<file path="config.mk">
export PLATFORM = sky130hd
export DESIGN_NAME = clken_gen
export DESIGN_NICKNAME = d
export VERILOG_FILES = /design/src/rtl/clken_gen.sv
export SDC_FILE = /design/constraint.sdc
export NUM_CORES = 1
export LEC_CHECK = 0
export ABC_AREA = 1
export BUFFER_PORTS_ARGS = -buffer_cell sky130_fd_sc_hd__buf_4
export CAP_MARGIN = 5
export CORE_MARGIN = 2
export CORE_UTILIZATION = 50
export DETAILED_ROUTE_END_ITERATION = 8
export PLACE_DENSITY = 0.69
export SYNTH_ARGS = -nofsm -noshare
export SYNTH_HDL_FRONTEND = slang
export SYNTH_SLANG_ARGS = --single-unit
</file>
<file path="constraint.sdc">
create_clock -name clk -period 3.23 [get_ports clk]
set_input_delay 0.1615 -clock clk [delete_from_list [all_inputs] [get_ports clk]]
set_output_delay 0.1615 -clock clk [all_outputs]
set_load 0.01 [all_outputs]
</file>
<file path="src/rtl/clken_gen.sv">
`default_nettype none
// ============================================================================
// Module   : clken_gen
// Brief    : NCH independent fractional clock-enable generators. Each channel
//            pulses ce[i] at an average rate of inc/mod of clk with the
//            remainder carried, so the pattern never drifts. An align strobe
//            restarts every channel from its phase; lock reports that nothing
//            has been disturbed for LOCK_CYCLES cycles.
//            Optional feature macro: CLKEN_DYNCFG_EN (runtime reconfiguration
//            port; without it inc/mod/phase are the *_INIT constants).
// Revision : 1.0  initial release
// ============================================================================
module clken_gen #(
    parameter int                   NCH         = 4,
    parameter int                   ACC_W       = 16,
    parameter logic [NCH*ACC_W-1:0] INC_INIT    = {NCH{16'd1}},
    parameter logic [NCH*ACC_W-1:0] MOD_INIT    = {NCH{16'd2}},
    parameter logic [NCH*ACC_W-1:0] PH_INIT     = {NCH{16'd0}},
    parameter int                   LOCK_CYCLES = 64
) (
    input  logic             clk,
    input  logic             resetn,
    input  logic             align,
    input  logic             cfg_valid,
    output logic             cfg_ready,
    input  logic [2:0]       cfg_ch,
    input  logic [ACC_W-1:0] cfg_inc,
    input  logic [ACC_W-1:0] cfg_mod,
    input  logic [ACC_W-1:0] cfg_phase,
    output logic             cfg_err,
    output logic [NCH-1:0]   ce,
    output logic             lock
);

    localparam logic [15:0] c_LOCK_MAX = 16'(LOCK_CYCLES);

    // Effective per-channel settings (registers or constants)
    logic [ACC_W-1:0] w_inc [NCH];
    logic [ACC_W-1:0] w_mod [NCH];
    logic [ACC_W-1:0] w_ph  [NCH];
    logic [NCH-1:0]   w_wr_en;
    logic             w_cfg_wr;

    logic [ACC_W-1:0] r_acc     [NCH];
    logic [ACC_W-1:0] w_acc_nxt [NCH];
    logic [NCH-1:0]   w_wrap;
    logic [NCH-1:0]   r_ce;
    logic [15:0]      r_lock_cnt;
    logic [15:0]      w_lock_cnt_nxt;
    logic             r_lock;

`ifdef CLKEN_DYNCFG_EN
    logic [ACC_W-1:0] r_inc [NCH];
    logic [ACC_W-1:0] r_mod [NCH];
    logic [ACC_W-1:0] r_ph  [NCH];
    logic             r_busy;
    logic             r_err;
    logic             w_accept;
    logic             w_cfg_ok;

    // Ready drops for the single cycle after any accepted request
    assign cfg_ready = resetn & ~r_busy;
    assign w_accept  = cfg_valid & cfg_ready;
    assign w_cfg_ok  = ({1'b0, cfg_ch} < 4'(NCH)) && (cfg_mod != '0)
                    && (cfg_inc <= cfg_mod) && (cfg_phase < cfg_mod);
    assign w_cfg_wr  = w_accept & w_cfg_ok;
    assign cfg_err   = r_err;

    always_ff @(posedge clk) begin
        if (!resetn) begin
            r_busy <= 1'b0;
            r_err  <= 1'b0;
            for (int i = 0; i < NCH; i++) begin
                r_inc[i] <= INC_INIT[i*ACC_W +: ACC_W];
                r_mod[i] <= MOD_INIT[i*ACC_W +: ACC_W];
                r_ph[i]  <= PH_INIT[i*ACC_W +: ACC_W];
            end
        end else begin
            r_busy <= w_accept;
            r_err  <= w_accept & ~w_cfg_ok;
            for (int i = 0; i < NCH; i++) begin
                if (w_wr_en[i]) begin
                    r_inc[i] <= cfg_inc;
                    r_mod[i] <= cfg_mod;
                    r_ph[i]  <= cfg_phase;
                end
            end
        end
    end

    for (genvar i = 0; i < NCH; i++) begin : g_cfg
        assign w_wr_en[i] = w_cfg_wr && (cfg_ch == 3'(i));
        assign w_inc[i]   = r_inc[i];
        assign w_mod[i]   = r_mod[i];
        assign w_ph[i]    = r_ph[i];
    end
`else
    logic w_unused_cfg;

    assign w_unused_cfg = ^{cfg_valid, cfg_ch, cfg_inc, cfg_mod, cfg_phase};
    assign cfg_ready    = 1'b0;
    assign cfg_err      = 1'b0;
    assign w_cfg_wr     = 1'b0;

    for (genvar i = 0; i < NCH; i++) begin : g_cfg
        assign w_wr_en[i] = 1'b0;
        assign w_inc[i]   = INC_INIT[i*ACC_W +: ACC_W];
        assign w_mod[i]   = MOD_INIT[i*ACC_W +: ACC_W];
        assign w_ph[i]    = PH_INIT[i*ACC_W +: ACC_W];
    end
`endif

    // One extra bit keeps acc + inc exact before the modulus compare
    for (genvar i = 0; i < NCH; i++) begin : g_ch
        logic [ACC_W:0] w_sum;
        logic [ACC_W:0] w_diff;

        assign w_sum        = {1'b0, r_acc[i]} + {1'b0, w_inc[i]};
        assign w_diff       = w_sum - {1'b0, w_mod[i]};
        assign w_wrap[i]    = (w_sum >= {1'b0, w_mod[i]});
        assign w_acc_nxt[i] = w_wrap[i] ? w_diff[ACC_W-1:0] : w_sum[ACC_W-1:0];
    end

    assign w_lock_cnt_nxt = (w_cfg_wr || align)          ? 16'd0      :
                            (r_lock_cnt == c_LOCK_MAX)   ? r_lock_cnt :
                                                           r_lock_cnt + 16'd1;

    // A channel being written takes the new phase even when align is high
    always_ff @(posedge clk) begin
        if (!resetn) begin
            for (int i = 0; i < NCH; i++) begin
                r_acc[i] <= PH_INIT[i*ACC_W +: ACC_W];
            end
            r_ce       <= '0;
            r_lock_cnt <= 16'd0;
            r_lock     <= 1'b0;
        end else begin
            for (int i = 0; i < NCH; i++) begin
                if (w_wr_en[i]) begin
                    r_acc[i] <= cfg_phase;
                    r_ce[i]  <= 1'b0;
                end else if (align) begin
                    r_acc[i] <= w_ph[i];
                    r_ce[i]  <= 1'b0;
                end else begin
                    r_acc[i] <= w_acc_nxt[i];
                    r_ce[i]  <= w_wrap[i];
                end
            end
            r_lock_cnt <= w_lock_cnt_nxt;
            r_lock     <= (w_lock_cnt_nxt == c_LOCK_MAX);
        end
    end

    assign ce   = r_ce;
    assign lock = r_lock;

endmodule
`default_nettype wire

</file>
==> impl_results.md <==
* Io pins at 62
* Filler instances at 1433
* DR vias/cell at 4.985
* Synth Flop Type: edfxtp_1
* Post-route cell area at 8180 sq um
* Seq/Total Area, Yosys at 31.77%
* Synth cell types at 43
* Die area at 15730 sq um
* Vias at 6969
* Hold Path Class: primary input to register
* Pin count of the biggest net entering global routing at 46
* Critical Path RT at 3.30 ns
* Port Buffer Count at 7
* Hold Buf Count CTS at 0
* Setup Total Neg Slack at 0 ns
* Fin crit period at 2.821 ns
* Crit path DAT at 2.89 ns
* Top delay family on crit path: simple AND/OR/NAND/NOR gates
* #FFs+latches synth at 85
* Worst path max stage delay at 0.45 ns
* Layout cells sized above 1 at 9.802%
* Antenna Cells at 0
* Vert. Die Dim at 125.4 um
* Setup slack, reg-to-reg at 0.41 ns
* Wirelength per Cell at 11.54 um
* CTS Buf Count at 9
* WP buf/inv at 0
* Async SR Flop Fraction at 0%
* R2r startpoint: r_acc[3][0]
* Max-slew headroom at 42.74%
* Fin nets at 1278
* Clk slew on worst S/H paths at 0.07 ns
* Antenna violations before repair at 0
* Pre-antenna DRT Iters at 5
* Synth warn at 0
* GRT Total Usage at 21.09%
* Post-DP HPWL at 12710 um
* Post-synthesis area per instance at 6.496 sq um
* Worst vdd ir at 253.9 uV
* RSZ-0062 raised after global routing: no
* First-pass GRT wire length at 27710 um
* Reg-to-Reg End: r_acc[3][13]
* DRT iter0 DRCs at 519
* Final Wtd Congestion at 0.9390
* Static Leak at 3.822 nW
* Final ANT Viol Nets at 0
* Post-Place Cell Area at 7859 sq um
* Synth Instances at 1135
* Area grow syn2layout at 10.95%
* Area of the core at 14480 sq um
* Final Hold Vio Count at 0
* Hold path depth at 2
* Worst Setup End Kind: register
* Crit Path Max Fanout at 8
* Crit-path slowest cell: edfxtp_1
* Post-Route WL at 16130 um
* Clk sinks at 85
* Post-synth EDFFs at 64
* Achievable frequency at 0.3545 GHz
* Post-CTS Resized at 0
* CP Launch Type: register
* Finish-stage setup viols at 0
* Insertion delay to the later sink of the worst-skew pair at 0.35 ns
* PD cells at 355.1 nW/um^2
* CTS tree: yes
* Max_cap viols at 0
* Cells along the critical path: ha_1 > xnor2_1 > ha_1 > nand3_1 > nor2_1 > nand2_1 > nor2_2 > nand2_1 > nor2_1 > nand2_2 > nand2_1 > nor2_1
* Mapped Area at 7373 sq um
* Setup bufs post-CTS at 0
* H-tree depth at 3
* Die width at 125.4 um
* Initial core utilization at 50.92%
* Clk buf depth at 2
* Max-slew violation count at 0
* Vias in the first global route at 6325
* Hold Path Origin: align
* Std-Cell Rows at 44
* GRT overflow at 0
* Cell depth of the worst flop-to-flop path at 12
* Final worst path period share at 87.32%
* Slew @ Worst Pin at 0.8577 ns
* Hold worst-path end: r_lock_cnt[4]
* Clock root cell: clkbuf_16
* Residual DRC at 0
* Setup CP Type: register to register
* Worst Skew at 0.008209 ns
* Status: finished, final reports clean
layer usage:
metal,vias up,global-route usage (%),wire length [um]
li1,3713,-,-
met1,3095,28.20,7805
met2,132,34.72,7468
met3,29,3.894,595
met4,0,6.601,260
met5,-,0,0
state kept, by name, summed over array words and instances (netlist names):
register / cells
r_acc: 64
lock: 1
ce: 4
r_lock_cnt: 16
power breakdown:
part           total, W  internal [W]  leakage (nW)  switching, W
Combinational  0.000476      0.000153          2.83      0.000323
Sequential      0.00129       0.00124         0.829     0.0000586
Clock           0.00114      0.000659         0.161      0.000477
Total           0.00291       0.00205          3.82      0.000858
cells in the mapped netlist, types with 2 or more instances:
cell type,n,share of area (%)
nand2_1,322,16
nor2_1,194,9.9
inv_1,154,7.8
nand3_1,105,7.1
edfxtp_1,64,26
nand4_1,50,4.2
xor2_1,32,3.8
nor2_2,31,2.6
dfxtp_1,21,5.7
nor3_1,18,1.2
nand2_2,17,1.4
o21ai_0,17,1.2
ha_1,14,2.4
nor2_4,10,1.5
xnor2_1,10,1.2
inv_2,8,0.41
clkbuf_1,7,0.36
nand3b_1,7,0.71
nand3_2,6,0.81
a21oi_1,5,0.34
a21oi_2,5,0.59
clkinv_1,4,0.20
nor3_2,4,0.54
o21ai_1,4,0.27
o21ai_2,4,0.48
nand2_4,3,0.46
buf_4,2,0.20
conb_1,2,0.10
cell usage in the layout (no fill, tap or decap), types with 8 or more instances in the layout:
master / netlist / routed
conb_1: 2 / 66
buf_4: 2 / 9
xnor2_1: 10 / 10
dfxtp_1: 21 / 21
ha_1: 14 / 14
edfxtp_1: 64 / 64
o21ai_0: 17 / 17
clkbuf_16: 0 / 10
inv_2: 8 / 8
nand2_2: 17 / 17
xor2_1: 32 / 32
nand2_1: 322 / 322
nor2_4: 10 / 10
nor3_1: 18 / 18
inv_1: 154 / 154
nand4_1: 50 / 50
nand3_1: 105 / 105
nor2_1: 194 / 194
nor2_2: 31 / 31
through the flow:
step	utilization (%)	std cells	setup slack [ns]	power [W]	hold slack, ns
4_1_cts	56.50	1398	0.4148	0.002933	0.04058
3_5_place_dp	54.28	1382	0.4442	0.001789	0.4164
6_report	56.50	1398	0.4095	0.002905	0.05360
2_1_floorplan	-	1199	0.8731	0.001686	0.3553
5_1_grt	56.50	1398	0.1880	0.003058	0.06514
3_3_place_gp	54.28	1382	0.4920	0.001783	0.4107
kinds of logic (layout without fill, tap and decap cells):
family / after synthesis / in the layout / share of synthesized area, %
AO/OA/AOI/OAI: 42 / 42 / 3.598
XOR/XNOR: 43 / 43 / 5.210
adder cells (fa/ha/maj): 14 / 14 / 2.376
buffers and inverters: 176 / 191 / 9.163
flip-flops: 85 / 85 / 31.77
other: 2 / 66 / 0.1019
AND/OR/NAND/NOR: 773 / 773 / 47.79
how the worst max path moves through the flow:
| stage | from | to | slack, ns | depth (start not counted) |
|---|---|---|---|---|
| final | r_acc[3][0] | r_acc[3][13] | 0.41 | 12 |
| after global routing | r_acc[3][0] | r_acc[3][7] | 0.19 | 12 |
| after CTS | r_acc[3][0] | r_acc[3][13] | 0.41 | 12 |
| after detailed placement | r_acc[3][0] | r_acc[3][13] | 0.44 | 12 |
| after global placement | r_acc[3][0] | r_acc[3][13] | 0.49 | 12 |
| after floorplan | r_acc[3][0] | r_acc[3][13] | 0.87 | 12 |
final cells by class:
class                      count  area (sq um)  share of cell area, %
clock inverter                 6         71.32                 0.8718
multi-input combinational    938          4596                  56.18
inverter                     166         623.1                  7.617
tap                          184         230.2                  2.814
clock buffer                  10         250.2                  3.059
timing repair buffer           9         67.56                 0.8259
sequential                    85          2342                  28.63
No activity file was read; power rests on OpenSTA's default activity.
